**config.mk**
```make
export PLATFORM = sky130hd
export DESIGN_NAME = alu_decoder_seq
export DESIGN_NICKNAME = d
export VERILOG_FILES = /design/src/rtl/alu_dec_pkg.sv /design/src/rtl/seq_multiplier.sv /design/src/rtl/alu_decoder_seq.sv
export SDC_FILE = /design/constraint.sdc
export NUM_CORES = 1
export LEC_CHECK = 0
export CORE_ASPECT_RATIO = 0.6
export CORE_MARGIN = 2
export CORE_UTILIZATION = 37
export CTS_BUF_LIST = sky130_fd_sc_hd__clkbuf_4 sky130_fd_sc_hd__clkbuf_8 sky130_fd_sc_hd__clkbuf_16
export DETAILED_ROUTE_END_ITERATION = 6
export PLACE_DENSITY = 0.63
export RECOVER_POWER = 50
export SLEW_MARGIN = 5
export SYNTH_ARGS = -nofsm -noshare
export SYNTH_HDL_FRONTEND = slang
export SYNTH_SLANG_ARGS = --single-unit
```
**constraint.sdc**
```tcl
create_clock -name clk -period 3.6 [get_ports clk]
set_input_delay 0.54 -clock clk [delete_from_list [all_inputs] [get_ports clk]]
set_output_delay 0.54 -clock clk [all_outputs]
set_load 0.01 [all_outputs]
```
**src/rtl/alu_dec_pkg.sv**
```systemverilog
// Shared encodings for the registered ALU decoder: ALUOp classes, Funct codes,
// ALUControl codes and the decoder FSM states.
package alu_dec_pkg;

   localparam int unsigned ALUOP_W = 2;
   localparam int unsigned FN_W    = 6;
   localparam int unsigned CODE_W  = 3;

   localparam logic [ALUOP_W-1:0] ALUOP_ADD   = 2'b00;
   localparam logic [ALUOP_W-1:0] ALUOP_SUB   = 2'b01;
   localparam logic [ALUOP_W-1:0] ALUOP_RTYPE = 2'b10;

   localparam logic [FN_W-1:0] FN_ADD = 6'b100000;
   localparam logic [FN_W-1:0] FN_SUB = 6'b100010;
   localparam logic [FN_W-1:0] FN_SLT = 6'b101010;
   localparam logic [FN_W-1:0] FN_MUL = 6'b011100;
   localparam logic [FN_W-1:0] FN_AND = 6'b100100;
   localparam logic [FN_W-1:0] FN_OR  = 6'b100101;

   localparam logic [CODE_W-1:0] ALU_ADD = 3'b010;
   localparam logic [CODE_W-1:0] ALU_SUB = 3'b100;
   localparam logic [CODE_W-1:0] ALU_SLT = 3'b110;
   localparam logic [CODE_W-1:0] ALU_MUL = 3'b101;
   localparam logic [CODE_W-1:0] ALU_AND = 3'b000;
   localparam logic [CODE_W-1:0] ALU_OR  = 3'b001;

   typedef enum logic [1:0] {
      ST_IDLE = 2'b00,
      ST_MUL  = 2'b01,
      ST_DONE = 2'b10
   } state_t;

endpackage

```
**src/rtl/seq_multiplier.sv**
```systemverilog
// Iterative shift-add unsigned multiplier datapath, one multiplier bit per step.
// Sequenced by the decoder FSM through i_load/i_step; o_product holds the last result.
module seq_multiplier #(
   parameter int unsigned DATA_W = 32
) (
   input  logic                  clk,
   input  logic                  rst,
   input  logic                  i_load,
   input  logic                  i_step,
   input  logic [DATA_W-1:0]     i_a,
   input  logic [DATA_W-1:0]     i_b,
   output logic                  o_last_c,
   output logic [2*DATA_W-1:0]   o_product
);

   localparam int unsigned PROD_W = 2 * DATA_W;
   localparam int unsigned CNT_W  = (DATA_W > 1) ? $clog2(DATA_W) : 1;

   logic [PROD_W-1:0] r_mcand;
   logic [DATA_W-1:0] r_mplier;
   logic [PROD_W-1:0] r_acc;
   logic [CNT_W-1:0]  r_count;
   logic [PROD_W-1:0] r_product;
   logic [PROD_W-1:0] w_sum;

   // r_mcand is kept pre-shifted, so it always equals multiplicand << count
   assign w_sum     = r_acc + (r_mplier[0] ? r_mcand : '0);
   assign o_last_c  = (r_count == CNT_W'(DATA_W - 1));
   assign o_product = r_product;

   always_ff @(posedge clk) begin
      if (rst) begin
         r_mcand   <= '0;
         r_mplier  <= '0;
         r_acc     <= '0;
         r_count   <= '0;
         r_product <= '0;
      end else if (i_load) begin
         r_mcand  <= PROD_W'(i_a);
         r_mplier <= i_b;
         r_acc    <= '0;
         r_count  <= '0;
      end else if (i_step) begin
         r_acc    <= w_sum;
         r_mcand  <= r_mcand << 1;
         r_mplier <= r_mplier >> 1;
         r_count  <= r_count + CNT_W'(1);
         if (o_last_c) begin
            r_product <= w_sum;
         end
      end
   end

endmodule

```
**src/rtl/alu_decoder_seq.sv**
```systemverilog
// Registered ALUOp/Funct decoder with a Busy/Done handshake around an iterative multiply.
// Define ALU_DEC_LOGIC_EN to add the R-type AND/OR decodes.
module alu_decoder_seq
   import alu_dec_pkg::*;
#(
   parameter int unsigned FUNCT_W  = 6,
   parameter int unsigned ALUCTL_W = 3,
   parameter int unsigned DATA_W   = 32
) (
   input  logic                  clk,
   input  logic                  rst,
   input  logic                  Start,
   input  logic [1:0]            ALUOp,
   input  logic [FUNCT_W-1:0]    Funct,
   input  logic [DATA_W-1:0]     SrcA,
   input  logic [DATA_W-1:0]     SrcB,
   output logic [ALUCTL_W-1:0]   ALUControl,
   output logic                  Busy,
   output logic                  Done,
   output logic [2*DATA_W-1:0]   MulResult
);

   state_t              r_state;
   state_t              w_next;
   logic [ALUCTL_W-1:0] r_alu_ctl;
   logic                r_busy;
   logic                r_done;
   logic [CODE_W-1:0]   w_code;
   logic                w_is_mul;
   logic                w_accept;
   logic                w_load;
   logic                w_step;
   logic                w_last;

   // Decode table
   always_comb begin
      w_code = ALU_ADD;
      case (ALUOp)
         ALUOP_ADD: w_code = ALU_ADD;
         ALUOP_SUB: w_code = ALU_SUB;
         ALUOP_RTYPE: begin
            case (Funct)
               FUNCT_W'(FN_ADD): w_code = ALU_ADD;
               FUNCT_W'(FN_SUB): w_code = ALU_SUB;
               FUNCT_W'(FN_SLT): w_code = ALU_SLT;
               FUNCT_W'(FN_MUL): w_code = ALU_MUL;
`ifdef ALU_DEC_LOGIC_EN
               FUNCT_W'(FN_AND): w_code = ALU_AND;
               FUNCT_W'(FN_OR):  w_code = ALU_OR;
`endif
               default:          w_code = ALU_ADD;
            endcase
         end
         default: w_code = ALU_ADD;
      endcase
   end

   assign w_is_mul = (ALUOp == ALUOP_RTYPE) && (Funct == FUNCT_W'(FN_MUL));

   // Next state and datapath controls; Start is only looked at in IDLE/DONE
   always_comb begin
      w_next   = r_state;
      w_accept = 1'b0;
      w_load   = 1'b0;
      w_step   = 1'b0;
      case (r_state)
         ST_IDLE, ST_DONE: begin
            w_next = ST_IDLE;
            if (Start) begin
               w_accept = 1'b1;
               if (w_is_mul) begin
                  w_next = ST_MUL;
                  w_load = 1'b1;
               end else begin
                  w_next = ST_DONE;
               end
            end
         end
         ST_MUL: begin
            w_step = 1'b1;
            if (w_last) begin
               w_next = ST_DONE;
            end
         end
         default: w_next = ST_IDLE;
      endcase
   end

   always_ff @(posedge clk) begin
      if (rst) begin
         r_state   <= ST_IDLE;
         r_alu_ctl <= ALUCTL_W'(ALU_ADD);
         r_busy    <= 1'b0;
         r_done    <= 1'b0;
      end else begin
         r_state <= w_next;
         r_busy  <= (w_next == ST_MUL);
         r_done  <= (w_next == ST_DONE);
         if (w_accept) begin
            r_alu_ctl <= ALUCTL_W'(w_code);
         end
      end
   end

   seq_multiplier #(
      .DATA_W (DATA_W)
   ) u_mult (
      .clk       (clk),
      .rst       (rst),
      .i_load    (w_load),
      .i_step    (w_step),
      .i_a       (SrcA),
      .i_b       (SrcB),
      .o_last_c  (w_last),
      .o_product (MulResult)
   );

   assign ALUControl = r_alu_ctl;
   assign Busy       = r_busy;
   assign Done       = r_done;

endmodule

```
# After elaboration in Yosys (flattened, before gate mapping)

Index checks and enable logic that the tools add are counted.

Flip-flop bits (word level): 236
Bits of input ports: 75

Add/subtract/negate cells: 2
Equality and inequality tests: 10
Mux-type cells: 17
Bitwise gates (word level): 1
Reduce and logical (&&, ||, !) cells: 6

Operators with widths:

| kind                  | number |
|---|---|
| $mux W32              | 4 |
| $add A64 B64 Y64      | 1 |
| $mux W64              | 1 |
| $eq A6 B6 Y1 const B  | 2 |
| $pmux W3 S3           | 1 |
| $eq A2 B1 Y1 const B  | 3 |
| $eq A2 B2 Y1 const B  | 3 |
| $eq A6 B5 Y1 const B  | 1 |
| $mux W1               | 6 |
| $mux W2               | 3 |
| $pmux W3 S2           | 1 |
| $add A5 B1 Y5 const B | 1 |
| $eq A5 B5 Y1 const B  | 1 |
| $pmux W2 S2           | 1 |
| $reduce_or A2 Y1      | 2 |
| $reduce_and A3 Y1     | 1 |
| $logic_not A2 Y1      | 1 |
| $reduce_bool A2 Y1    | 1 |
| $logic_and A1 B1 Y1   | 1 |
| $not A1 Y1            | 1 |

# Logic depth before layout (Yosys ltp)

Depth after elaboration: 7
Depth in mapped cells: 15
Mapped depth without buffers: 12

# Hierarchy

From an unflattened synthesis, not the netlist that was laid out.

Cell total of the unflattened synthesis: 1712
Area total of the unflattened synthesis: 13968.4 µm²

Modules (own cells, without submodules):

| module          | times used | cells an instance | area each (µm²) |
|---|---|---|---|
| seq_multiplier  | 1          | 1667              | 13593.0 |
| alu_decoder_seq | 1          | 45                | 375.4 |

# Worst setup path before layout

OpenSTA, ideal clock, no wires.

Kind: flip-flop to flip-flop
Start point: register u_mult.r_mplier[0]
End point: register u_mult.r_product[57] (netlist: u_mult.o_product[57])
Library setup time: 117 ps
Data arrival time: 3025 ps
Data required time: 3483 ps
Setup slack: 458 ps
Cell stages (with the launch flop): 16
Cell sequence: dfxtp_1 clkbuf_1 clkbuf_1 and2_1 ha_1 buf_2 a21o_1 a21o_1 a221o_1 a21o_1 a41oi_4 o31ai_4 a31oi_2 or2_1 mux2i_1 nand2_1

Word-level cells in the longest chain between the ends: 2

Ends and longest elaborated chain:

| what                   | line                 | RTL |
|---|---|---|
| start, declared        | seq_multiplier.sv:20 | `logic [DATA_W-1:0] r_mplier;` |
| start signal, assigned | seq_multiplier.sv:40 | `r_mplier <= i_b;` |
| start signal, assigned | seq_multiplier.sv:46 | `r_mplier <= r_mplier >> 1;` |
| $mux W64               | seq_multiplier.sv:27 | `assign w_sum = r_acc + (r_mplier[0] ? r_mcand : '0);` |
| $add A64 B64 Y64       | seq_multiplier.sv:27 |  |
| end signal, assigned   | seq_multiplier.sv:49 | `r_product <= w_sum;` |
| end, declared          | seq_multiplier.sv:23 | `logic [PROD_W-1:0] r_product;` |

No other way between the ends.
A chain may end at the register's enable or synchronous reset.

# Worst setup path after layout

Start point: register u_mult.r_mplier[0]
End point: register u_mult.r_acc[49]

Word-level cells in the longest chain between the ends: 2

Ends and longest elaborated chain:

| what                 | line                 | RTL |
|---|---|---|
| $mux W64             | seq_multiplier.sv:27 |  |
| $add A64 B64 Y64     | seq_multiplier.sv:27 |  |
| end signal, assigned | seq_multiplier.sv:44 | `r_acc <= w_sum;` |
| end, declared        | seq_multiplier.sv:21 | `logic [PROD_W-1:0] r_acc;` |

No other way between the ends.

==> run_results.csv <==
group,metric,value,unit
run_status,status,"finished clean",
synth,avgSynthCellArea,7.55,um^2
worst_setup_path,crit_top_cell,"a21oi_1",
run,maxCapViolations,0,
detailed_routing,via_count,12511,
global_routing,grt_max_degree,86,
timing,setup_viol,0,
detailed_routing,drc,0,
worst_hold_path,min_path_type,"input pin to flip-flop",
synth,synth_edf_count,0,
timing,fin_tns_setup,0,ns
synth,yosys_most_used_dff,"dfxtp_1",
floorplan,initial_utilization,37.3,%
place,hpwl,29300,um
global_routing,grt-ovfl-total,0,
synth,ys_types,75,
synth,yosysSeqAreaShare,36.5,%
global_routing,track_usage,21.3,%
timing,slew_headroom,2.74,%
synth,syn_area,0.0130,mm^2
clock_tree,clock_path_buffers,3,
synth,ys_warn_count,0,
final_layout,final_util,44.9,%
detailed_routing,routedWlPerCell,17.5,um
clock_tree,cts-htree-levels,1,
synth,netlist.area_leader.share,36.5,%
detailed_routing,viasPerCell,5.48,
clock_tree,clkSlewWorstSetupHoldPaths,0.06,ns
clock_tree,numCtsBuffers,24,
synth,ys_async_sr_fraction,0,%
detailed_routing,firstDrtPassIters,7,
clock_tree,cts_root_buf,"clkbuf_16",
worst_setup_path,path_cells,"buf_12 -> and2_1 -> ha_1 -> a21oi_1 -> o21ai_0 -> a221o_1 -> a21o_1 -> a41oi_4 -> o31ai_4 -> buf_4 -> a21oi_1 -> xnor2_1 -> nand2_1 -> a21oi_1",
final_layout,final_layout_size_suffix_gt1_share,6.06,%
place,dp_worst_setup_slack,0.155,ns
clock_tree,insertion_delay,0.56,ns
timing,rsz0062_at_grt,"true",
timing,final.min_clock_period,3.39,ns
floorplan,die_h,149,um
power,p_per_area,338,mW/mm^2
worst_setup_path,crit_path_end_kind,"flip-flop",
place,place_congestion,0.964,
synth,synth-seq-cells,236,
timing,fmax,0.295,GHz
power,ir_worst_vdd,0.000323,V
synth,syn-instance-count,1717,
final_layout,antenna_cells,0,
detailed_routing,postRouteAntennaNets,0,
worst_setup_path,crit_path_max_incr_delay,0.39,ns
clock_tree,cts_tree,"built",
floorplan,pin_count,144,
floorplan,die-area,0.0366,mm^2
final_layout,area_delta_synth_final,20.4,%
synth,synth_nets,1860,
floorplan,rows,53,
floorplan,coreArea,0.0347,mm^2
worst_setup_path,critPathArrivalTime,3.85,ns
timing,slew_violations,0,
worst_setup_path,cp_data_required_time,4.07,ns
floorplan,die_width,246,um
timing,finalClockSkew,0.0192,ns
worst_setup_path,cp_max_fo,49,
clock_tree,cts.sinks,236,
timing,tightest_slew,1.46,ns
timing,hold_violations,0,
global_routing,antenna_found_initial,0,
synth,synth_area_leaders,"dfxtp_1, nand2_1, a21oi_1",
global_routing,grt_pass1_vias,11404,
timing,post-route-period-util,94.1,%
final_layout,final_nets,1944,
worst_setup_path,critPathLaunchType,"flip-flop",
timing,final.setup.worst_slack,0.214,ns
worst_setup_path,crit_type,"flip-flop to flip-flop",
detailed_routing,routed_wl,39900,um
place,io_buffer_count,143,
global_routing,grt_pass1_wl,63200,um
synth,yosysTopAreaCell,"dfxtp_1",
power,p_leak,0.00589,uW
worst_setup_path,slowest_stage,"dfxtp_1",
detailed_routing,first_iter_violations,1114,
routing by layer:
layer	track usage [%]	share of wire [%]
met5	0	0
met3	5.07	7.3
met2	29.4	39
met4	3.21	1.4
met1	33.3	52
cell families after synthesis:
group,count (synthesis),synth area share (%)
AOI/OAI and AO/OA,481,23.1
adders and majority gates,68,6.63
buffers and inverters,142,4.52
and+or+nand+nor,729,25.1
DFF,236,36.5
muxes,5,0.396
xor gates and xnor gates,56,3.79
state kept, by name, indices dropped and copies added (netlist names), 2 cells and up:
name              count
ALUControl            3
r_state               2
u_mult.o_product     64
u_mult.r_acc         64
u_mult.r_count        5
u_mult.r_mcand       64
u_mult.r_mplier      32
power by group:
part	total (uW)	internal, uW	switching, uW
Clock	2480	1390	1090
Sequential	2620	2610	2.61
Combinational	167	87.1	80.1
Total	5270	4090	1170
worst paths after layout:
| kind | start | end | slack (ns) | cells past startpoint |
|---|---|---|---|---|
| max | u_mult.r_mplier[0] | u_mult.r_acc[49] | 0.21 | 14 |
| min | rst | u_mult.o_product[37] | 0.39 | 2 |
| max reg2reg | u_mult.r_mplier[0] | u_mult.r_acc[49] | 0.21 | 14 |
| min reg2reg | u_mult.o_product[42] | u_mult.o_product[42] | 0.45 | 2 |
through the flow:
stage / area, um^2 / hold slack [ns] / cells / power (uW)
floorplan: 13000 / 0.436 / 1717 / 2730
global placement: 14800 / 0.442 / 2242 / 2840
detailed placement: 14800 / 0.446 / 2242 / 2850
CTS: 15600 / 0.364 / 2282 / 5330
global route: 15600 / 0.395 / 2282 / 5430
finish: 15600 / 0.385 / 2282 / 5270
placed cells by master, fill, tap and decap left out, types with 5 or more instances in the layout:
cell | Yosys | routed
o211ai_1 | 10 | 10
nand2b_1 | 8 | 7
a21oi_1 | 244 | 243
or3_1 | 8 | 8
a21o_1 | 26 | 26
or4_1 | 5 | 5
nor2b_1 | 7 | 6
buf_4 | 0 | 35
o21ai_0 | 53 | 53
dfxtp_1 | 236 | 236
o21a_1 | 10 | 10
o21ai_1 | 7 | 7
a31oi_1 | 11 | 10
nor3_1 | 19 | 19
a211oi_1 | 10 | 10
nor2_1 | 99 | 98
inv_1 | 15 | 15
o21bai_1 | 9 | 9
xnor2_1 | 36 | 36
nand3b_1 | 5 | 5
a22oi_1 | 31 | 31
clkbuf_16 | 0 | 24
clkinv_2 | 0 | 6
clkdlybuf4s50_1 | 0 | 72
nand3_1 | 44 | 44
ha_1 | 67 | 66
xor2_1 | 20 | 20
nand2_1 | 412 | 411
and2_1 | 68 | 68
dlygate4sd3_1 | 0 | 70
and3_1 | 7 | 7
nand4_1 | 29 | 29
a311oi_1 | 32 | 32
final cells by class:
| type | instances | area [um^2] |
|---|---|---|
| Sequential cell | 236 | 4720 |
| Multi-Input combinational cell | 1339 | 7680 |
| Clock buffer | 31 | 672 |
| Tap cell | 467 | 584 |
| Inverter | 15 | 56.3 |
| Clock inverter | 9 | 97.6 |
| Fill cell | 3506 | 19100 |
| Timing Repair Buffer | 185 | 1780 |
Yosys cell counts, types with 3 or more instances:
library cell	count
buf_1	13
o311ai_1	3
o21ai_1	7
a21boi_1	3
nand4_1	29
and4_1	3
or4_1	5
a21oi_2	3
a41o_1	3
o21ai_0	53
buf_2	18
nor2_1	99
dfxtp_1	236
nand3_1	44
or3_1	8
nor3_1	19
clkbuf_1	92
ha_1	67
a21oi_1	244
o21a_1	10
and3_1	7
a311oi_1	32
mux2i_1	4
a211oi_1	10
o211ai_1	10
o21bai_1	9
xor2_1	20
nand3b_1	5
nor2b_1	7
a21o_1	26
nand2_1	412
a31oi_1	11
xnor2_1	36
a22oi_1	31
nand2b_1	8
and2_1	68
inv_1	15
critical path, delay by kind of cell (launching register included):
| family | cells | cell delay (ns) |
|---|---|---|
| compound gates | 8 | 1.71 |
| buf+inv | 2 | 0.42 |
| flops | 1 | 0.39 |
| fa+ha+maj | 1 | 0.32 |
| simple gates | 2 | 0.24 |
| xor+xnor | 1 | 0.19 |
timing repair:
item,in CTS,in global routing
hold buffers,0,0
setup endpoints to repair,0,10
gates resized for setup,0,4
buffers inserted,0,0
Power figures use the tool's default switching activity.
